<file path="src/rtl/ula_mult_div.sv">
// rtl/ula_mult_div.sv - iterative multiply/divide unit with HI/LO registers
module ula_mult_div #(
    parameter int WIDTH = 32,
    parameter int CNT_W = 6
) (
    input  logic             clk,
    input  logic             rst_n,
    input  logic             start,
    input  logic [1:0]       op,
    input  logic [WIDTH-1:0] rs,
    input  logic [WIDTH-1:0] rt,
    input  logic             hi_we,
    input  logic             lo_we,
    input  logic [WIDTH-1:0] wdata,
    output logic [WIDTH-1:0] hi,
    output logic [WIDTH-1:0] lo,
    output logic             busy,
    output logic             done
);

    typedef enum logic [1:0] {IDLE, CALC, FIX} state_t;

    state_t               state;
    state_t               state_nxt;
    logic [CNT_W-1:0]     cnt;
    logic                 is_div;
    logic                 neg_lo;
    logic                 neg_hi;
    logic                 div0;
    logic [WIDTH-1:0]     opnd_q;
    logic [WIDTH-1:0]     rs_q;
    logic [2*WIDTH-1:0]   acc;

    // operand preparation: magnitudes for signed ops (op[0]=0)
    logic                 signed_op;
    logic [WIDTH-1:0]     rs_mag;
    logic [WIDTH-1:0]     rt_mag;
    assign signed_op = ~op[0];
    assign rs_mag    = (signed_op && rs[WIDTH-1]) ? -rs : rs;
    assign rt_mag    = (signed_op && rt[WIDTH-1]) ? -rt : rt;

    logic last_step;
    assign last_step = (cnt == CNT_W'(WIDTH - 1));

    // one iteration: shift-add for multiply, restoring shift-subtract for divide
    logic [WIDTH:0]       mul_sum;
    logic [WIDTH:0]       rem_sh;
    logic [WIDTH:0]       div_diff;
    logic [2*WIDTH-1:0]   acc_step;
    always_comb begin
        mul_sum  = {1'b0, acc[2*WIDTH-1:WIDTH]} + (acc[0] ? {1'b0, opnd_q} : (WIDTH+1)'(0));
        rem_sh   = acc[2*WIDTH-1:WIDTH-1];
        div_diff = rem_sh - {1'b0, opnd_q};
        acc_step = acc;
        if (!is_div) begin
            acc_step = {mul_sum, acc[WIDTH-1:1]};
        end else if (!div_diff[WIDTH]) begin
            acc_step = {div_diff[WIDTH-1:0], acc[WIDTH-2:0], 1'b1};
        end else begin
            acc_step = {rem_sh[WIDTH-1:0], acc[WIDTH-2:0], 1'b0};
        end
    end

    // final sign correction and divide-by-zero override
    logic [2*WIDTH-1:0]   prod_fix;
    logic [WIDTH-1:0]     hi_fix;
    logic [WIDTH-1:0]     lo_fix;
    always_comb begin
        prod_fix = neg_lo ? -acc : acc;
        hi_fix   = prod_fix[2*WIDTH-1:WIDTH];
        lo_fix   = prod_fix[WIDTH-1:0];
        if (is_div) begin
            if (div0) begin
                lo_fix = '1;
                hi_fix = rs_q;
            end else begin
                lo_fix = neg_lo ? -acc[WIDTH-1:0] : acc[WIDTH-1:0];
                hi_fix = neg_hi ? -acc[2*WIDTH-1:WIDTH] : acc[2*WIDTH-1:WIDTH];
            end
        end
    end

    // state register
    always_ff @(posedge clk) begin
        if (!rst_n) state <= IDLE;
        else        state <= state_nxt;
    end

    // next-state decode
    always_comb begin
        state_nxt = state;
        case (state)
            IDLE:    if (start) state_nxt = CALC;
            CALC:    if (last_step) state_nxt = FIX;
            FIX:     state_nxt = IDLE;
            default: state_nxt = IDLE;
        endcase
    end

    // operand capture and iteration datapath
    always_ff @(posedge clk) begin
        if (!rst_n) begin
            cnt    <= '0;
            is_div <= 1'b0;
            neg_lo <= 1'b0;
            neg_hi <= 1'b0;
            div0   <= 1'b0;
            opnd_q <= '0;
            rs_q   <= '0;
            acc    <= '0;
        end else if (state == IDLE && start) begin
            cnt    <= '0;
            is_div <= op[1];
            neg_lo <= signed_op & (rs[WIDTH-1] ^ rt[WIDTH-1]);
            neg_hi <= signed_op & rs[WIDTH-1];
            div0   <= op[1] & (rt == '0);
            opnd_q <= op[1] ? rt_mag : rs_mag;
            rs_q   <= rs;
            acc    <= {{WIDTH{1'b0}}, (op[1] ? rs_mag : rt_mag)};
        end else if (state == CALC) begin
            acc <= acc_step;
            cnt <= cnt + 1'b1;
        end
    end

    // architectural HI/LO, busy and done
    always_ff @(posedge clk) begin
        if (!rst_n) begin
            hi   <= '0;
            lo   <= '0;
            busy <= 1'b0;
            done <= 1'b0;
        end else begin
            done <= 1'b0;
            if (!busy) begin
                if (hi_we) hi <= wdata;
                if (lo_we) lo <= wdata;
            end
            if (state == IDLE && start) begin
                busy <= 1'b1;
            end else if (state == FIX) begin
                hi   <= hi_fix;
                lo   <= lo_fix;
                busy <= 1'b0;
                done <= 1'b1;
            end
        end
    end

endmodule

</file>
<file path="config.mk">
export PLATFORM = sky130hd
export DESIGN_NAME = ula_mult_div
export DESIGN_NICKNAME = d
export VERILOG_FILES = /design/src/rtl/ula_mult_div.sv
export SDC_FILE = /design/constraint.sdc
export NUM_CORES = 1
export LEC_CHECK = 0
export CORE_MARGIN = 4
export CORE_UTILIZATION = 55
export CTS_CLUSTER_DIAMETER = 40
export CTS_CLUSTER_SIZE = 40
export DETAILED_ROUTE_END_ITERATION = 16
export DONT_BUFFER_PORTS = 1
export GPL_ROUTABILITY_DRIVEN = 1
export PLACE_DENSITY_LB_ADDON = 0.15
export SYNTH_ARGS = -nofsm -noshare
export SYNTH_HDL_FRONTEND = slang
export SYNTH_SLANG_ARGS = --single-unit
</file>
<file path="constraint.sdc">
create_clock -name clk -period 3.8 [get_ports clk]
set_input_delay 1.14 -clock clk [delete_from_list [all_inputs] [get_ports clk]]
set_output_delay 1.14 -clock clk [all_outputs]
set_load 0.02 [all_outputs]
</file>
== Yosys cells after proc, flatten, opt, wreduce, memory -nomap -nowiden ==
Cells that the tools add are included.
Widths: inputs -> output; s select.

* Multiplexer cells: 30
* Equality and inequality tests: 5
* Add/sub/neg operators: 8
* Reductions and logical operators: 9
* Bitwise logic cells: 6

{| class="wikitable"
|+ Operators with widths
! kind !! count
|-
| $mux 32 || 21
|-
| $mux 64 || 3
|-
| $neg 32->32 || 4
|-
| $neg 64->64 || 1
|-
| $add 32x32->33 || 1
|-
| $sub 33x32->33 || 1
|-
| $logic_not 32->1 || 1
|-
| $add 6x1->6 const B || 1
|-
| $eq 6x5->1 const B || 1
|-
| $mux 2 || 2
|-
| $ne 2x2->1 const B || 2
|-
| $pmux 2 s2 || 1
|-
| $reduce_bool 2->1 || 2
|-
| $and 1x1->1 || 3
|-
| $logic_and 1x1->1 || 3
|-
| $mux 1 || 3
|-
| $eq 2x1->1 const B || 1
|-
| $eq 2x2->1 const B || 1
|-
| $logic_not 2->1 || 1
|-
| $not 1->1 || 2
|-
| $reduce_and 2->1 || 1
|-
| $reduce_or 2->1 || 1
|-
| $xor 1x1->1 || 1
|}

* Input bits: 103
* Word-level logic and storage cells: 72
* Register bits after elaboration: 206

== Logic depth before layout (Yosys ltp) ==
* Depth after elaboration: 6
* Mapped depth: 15

== Worst setup path after synthesis ==
Ideal clock, no wire load.

* Path type: input to register
* Start: input rt[6]
* End: register opnd_q[29]
* Arrival: 3,364 ps
* Setup time: 132 ps
* Path buffers: 0
* Stages on the path: 10
* Path slack: 303 ps
* Cells stage by stage: or4_1 -> or3_1 -> nor3_1 -> nand3_1 -> nor4_1 -> a21oi_1 -> xnor2_1 -> nand2_1 -> o211ai_1 -> a21oi_1

* Cells in the longest elaborated chain, start to end: 3

{| class="wikitable"
|+ RTL lines
! item !! RTL line !! source
|-
| start, declared || 11 || <nowiki>input logic [WIDTH-1:0] rt,</nowiki>
|-
| $neg 32->32 || 40 || <nowiki>assign rt_mag = (signed_op && rt[WIDTH-1]) ? -rt : rt;</nowiki>
|-
| $mux 32 || 40 ||
|-
| $mux 32 || 117 || <nowiki>opnd_q <= op[1] ? rt_mag : rs_mag;</nowiki>
|-
| end signal, assigned || 117 ||
|-
| end, declared || 30 || <nowiki>logic [WIDTH-1:0] opnd_q;</nowiki>
|}

No other way between the ends.
A chain may end at the register's enable or synchronous reset.

== Final worst setup path ==
* Start: register acc[0]
* End: register acc[60]

* Cells in the longest elaborated chain, start to end: 3

{| class="wikitable"
|+ RTL lines
! item !! RTL line !! source
|-
| start, declared || 32 || <nowiki>logic [2*WIDTH-1:0] acc;</nowiki>
|-
| start signal, assigned || 119 || <nowiki>acc <= {{WIDTH{1'b0}}, (op[1] ? rs_mag : rt_mag)};</nowiki>
|-
| start signal, assigned || 121 || <nowiki>acc <= acc_step;</nowiki>
|-
| $mux 32 || 51 || <nowiki>mul_sum = {1'b0, acc[2*WIDTH-1:WIDTH]} + (acc[0] ? {1'b0, opnd_q} : (WIDTH+1)'(0));</nowiki>
|-
| $add 32x32->33 || 51 ||
|-
| $mux 64 || 55 || <nowiki>if (!is_div) begin</nowiki>
|}

No other way between the ends.

==> flow_summary.json <==
{
  "diodes": 0,
  "synth_cell_types": 80,
  "rr_worst_depth": 14,
  "drv_slew": 0,
  "min_path_type": "reg -> reg",
  "antenna_found_initial": 1,
  "cts_tree": "done",
  "synthArstFlopShare": 0,
  "synth_top_cell_by_area": "dfxtp_1",
  "utilization": 0.623,
  "critPathMaxFanout": 18,
  "worst_path_most_repeated_cell": "buf_4",
  "clk_pin_slew_ns": 0.06,
  "clock_skew_ns": 0.0268,
  "gr-usage-all-layers": 0.380,
  "drt_iter0_drc": 1872,
  "layout.cells.most_common": "nand2_1",
  "start_util": 0.557,
  "finalNetCount": 2363,
  "syn-num-nets": 2392,
  "syn_avg_cell_area_sq_um": 7.44,
  "grt_max_degree": 134,
  "grt_overflow": 0,
  "dieArea_sq_um": 32900,
  "final_cell_mix": "nand2_1 (288), a21oi_1 (208), dfxtp_1 (204)",
  "clockPowerShare": 0.425,
  "routed_wl_mm": 65.8,
  "grt_pass1_wl_mm": 98.2,
  "ys.flop_type": "dfxtp_1",
  "cts-htree-levels": 2,
  "chipWidth_um": 181,
  "ys_warn_count": 0,
  "cp.depth": 14,
  "synth_enable_flop_cells": 0,
  "cts_resized": 0,
  "combPwrFrac": 0.261,
  "path_buf_inv": 4,
  "cts_buffers": 37,
  "crit_slowest_cell": "o31ai_2",
  "avgRoutedWirePerCell_um": 25.2,
  "fin_crit_ns": 3.59,
  "post_layout_nonfiller_instances": 2607,
  "synth_area_sq_um": 16500,
  "syn_inst": 2218,
  "area_delta_synth_final_pct": 11.9,
  "fmax_mhz": 279,
  "power_density_nw_per_um2": 434,
  "io_buffers": 0,
  "core_sq_um": 29600,
  "critPathMaxStageDelay_ns": 0.50,
  "seqPwrFrac": 0.314,
  "drive_above_1_share": 0.0988,
  "clock_tree.buffer_depth": 3,
  "tightest_slew_ns": 1.15,
  "status": "finished clean",
  "grt_pass1_vias": 16069,
  "num_vias": 17210,
  "dr.pass1.iters": 6,
  "rsz0062_at_grt": "false",
  "yosys_register_bits": 206,
  "io_pins": 169,
  "place_inst": 2540,
  "cap_violations": 0,
  "numClockSinks": 206,
  "cp_top_family": "compound AO/OA/AOI/OAI gates",
  "cp-end-kind": "flip-flop",
  "cts_setup_buffers": 0,
  "insertion_delay_ns": 0.54,
  "fin_setup_tns_ns": 0,
  "power.ir.vdd_worst_mv": 0.453,
  "synth.top_cell.area_share": 0.250,
  "drc": 0,
  "worstPathRequired_ns": 4.21,
  "globalplace.congestion": 0.988,
  "setup_viol": 0,
  "min_path_cells": 2,
  "crit_type": "reg -> reg",
  "rows": 63,
  "dp_hpwl_mm": 49.8,
  "hold_violations": 0,
  "cts_root_buffer": "clkbuf_16",
  "worstPathCellList": "inv_1 -> buf_4 -> buf_4 -> nor2_1 -> ha_1 -> and4_1 -> and3_1 -> a221oi_1 -> buf_4 -> o31ai_2 -> a21oi_1 -> o2111ai_1 -> a31oi_1 -> a221o_1",
  "postRouteAntennaNets": 0,
  "start_kind": "flip-flop",
  "p_sw_frac": 0.343,
  "slew_headroom": 0.233,
  "p_leak_nw": 7.46,
  "ys_seq_area_frac": 0.250,
  "power.switching_w": 0.00275,
  "finalCritPeriodShare": 0.944,
  "fp.dieH_um": 181,
  "ctsHoldBuffers": 0,
  "avgViaCountPerCell": 6.60,
  "cp.arrival_ns": 4.00,
  "synthTopCellsByArea": "dfxtp_1 (25%), mux2i_1 (6.7%), nand2_1 (6.6%)",
  "internal-power_w": 0.00527
}
synth_stat cells, types with 4 or more instances:
cell	count
a211oi_1	45
a21boi_0	5
a21o_1	40
a21oi_1	209
a221oi_1	38
a311oi_1	5
a31o_2	5
a31oi_1	17
and2_1	7
and3_1	11
buf_1	15
buf_2	9
clkbuf_1	143
dfxtp_1	206
ha_1	69
inv_1	57
mux2_2	18
mux2i_1	110
nand2_1	289
nand2b_1	12
nand3_1	33
nand4_1	14
nor2_1	196
nor2b_1	15
nor3_1	29
nor3b_1	4
nor4_1	19
o2111ai_1	4
o211ai_1	64
o21a_1	12
o21ai_0	155
o21bai_1	8
o221ai_1	13
o22ai_1	9
o31ai_1	27
o41ai_1	10
or2_2	5
or3_1	19
or4_1	12
xnor2_1	97
xor2_1	103
metrics by stage:
step / instance area (sq um) / worst slack (ns) / power, W / hold WS [ns]
final: 18500 / 0.212 / 0.00802 / 0.453
after detailed placement: 17200 / 0.0120 / 0.00458 / 0.445
after global placement: 17200 / 0.0253 / 0.00456 / 0.443
after global routing: 18500 / 0.00563 / 0.00832 / 0.469
after CTS: 18500 / 0.139 / 0.00798 / 0.451
after floorplan: 16500 / 0.303 / 0.00395 / 0.432
kinds of logic (layout without fill, tap and decap cells):
kind of cell               count (synthesis)  count (layout)  share of synthesized area
adders and majority gates                 71              71                     0.0547
AOI/OAI and AO/OA                        699             699                      0.269
buffers and inverters                    229             228                     0.0537
and+or+nand+nor                          684             684                      0.187
muxes                                    128             128                     0.0790
xor gates and xnor gates                 201             201                      0.107
DFF                                      206             206                      0.250
power groups by stage:
| stage | sequential [W] | clock [W] | combinational [W] |
|---|---|---|---|
| after floorplan | 0.00249 | 0 | 0.00146 |
| after global placement | 0.00255 | 0 | 0.00201 |
| after detailed placement | 0.00256 | 0 | 0.00203 |
| after CTS | 0.00251 | 0.00343 | 0.00204 |
| after global routing | 0.00253 | 0.00353 | 0.00226 |
| final | 0.00252 | 0.00341 | 0.00209 |
per-layer routing:
layer | share of wire | track usage | up-vias
met5 | 0 | 0 | -
met4 | 0.055 | 0.180 | 0
met3 | 0.13 | 0.113 | 164
met2 | 0.41 | 0.546 | 1012
met1 | 0.41 | 0.522 | 8081
li1 | - | - | 7953
worst min-delay path, delay by kind of cell (launching register included):
kind               cells  cell delay (ns)
DFF                    1             0.30
and+or+nand+nor        1             0.05
AOI/OAI and AO/OA      1             0.05
sequential cells by signal, summed over array words and instances, names as in the netlist:
| signal | count |
|---|---|
| rs_q | 32 |
| is_div | 1 |
| neg_lo | 1 |
| neg_hi | 1 |
| opnd_q | 32 |
| div0 | 1 |
| hi | 32 |
| state | 2 |
| busy | 1 |
| done | 1 |
| lo | 32 |
| acc | 64 |
| cnt | 6 |
worst paths after layout:
kind | startpoint | slack [ns] | to
hold / removal | opnd_q[18] | 0.45 | opnd_q[18]
setup / recovery | acc[0] | 0.21 | acc[60]
setup reg to reg | acc[0] | 0.21 | acc[60]
hold reg to reg | opnd_q[18] | 0.45 | opnd_q[18]
final cells by class:
cell class              instances  area (sq um)
multi-input cells            1783         11500
clock inverters                21           245
inverters                      59           224
fillers                      2744         11200
flip-flops and latches        206          4130
repair buffers                102           816
clock buffers                  46          1030
well taps                     390           488
No activity file was read; power rests on OpenSTA's default activity.
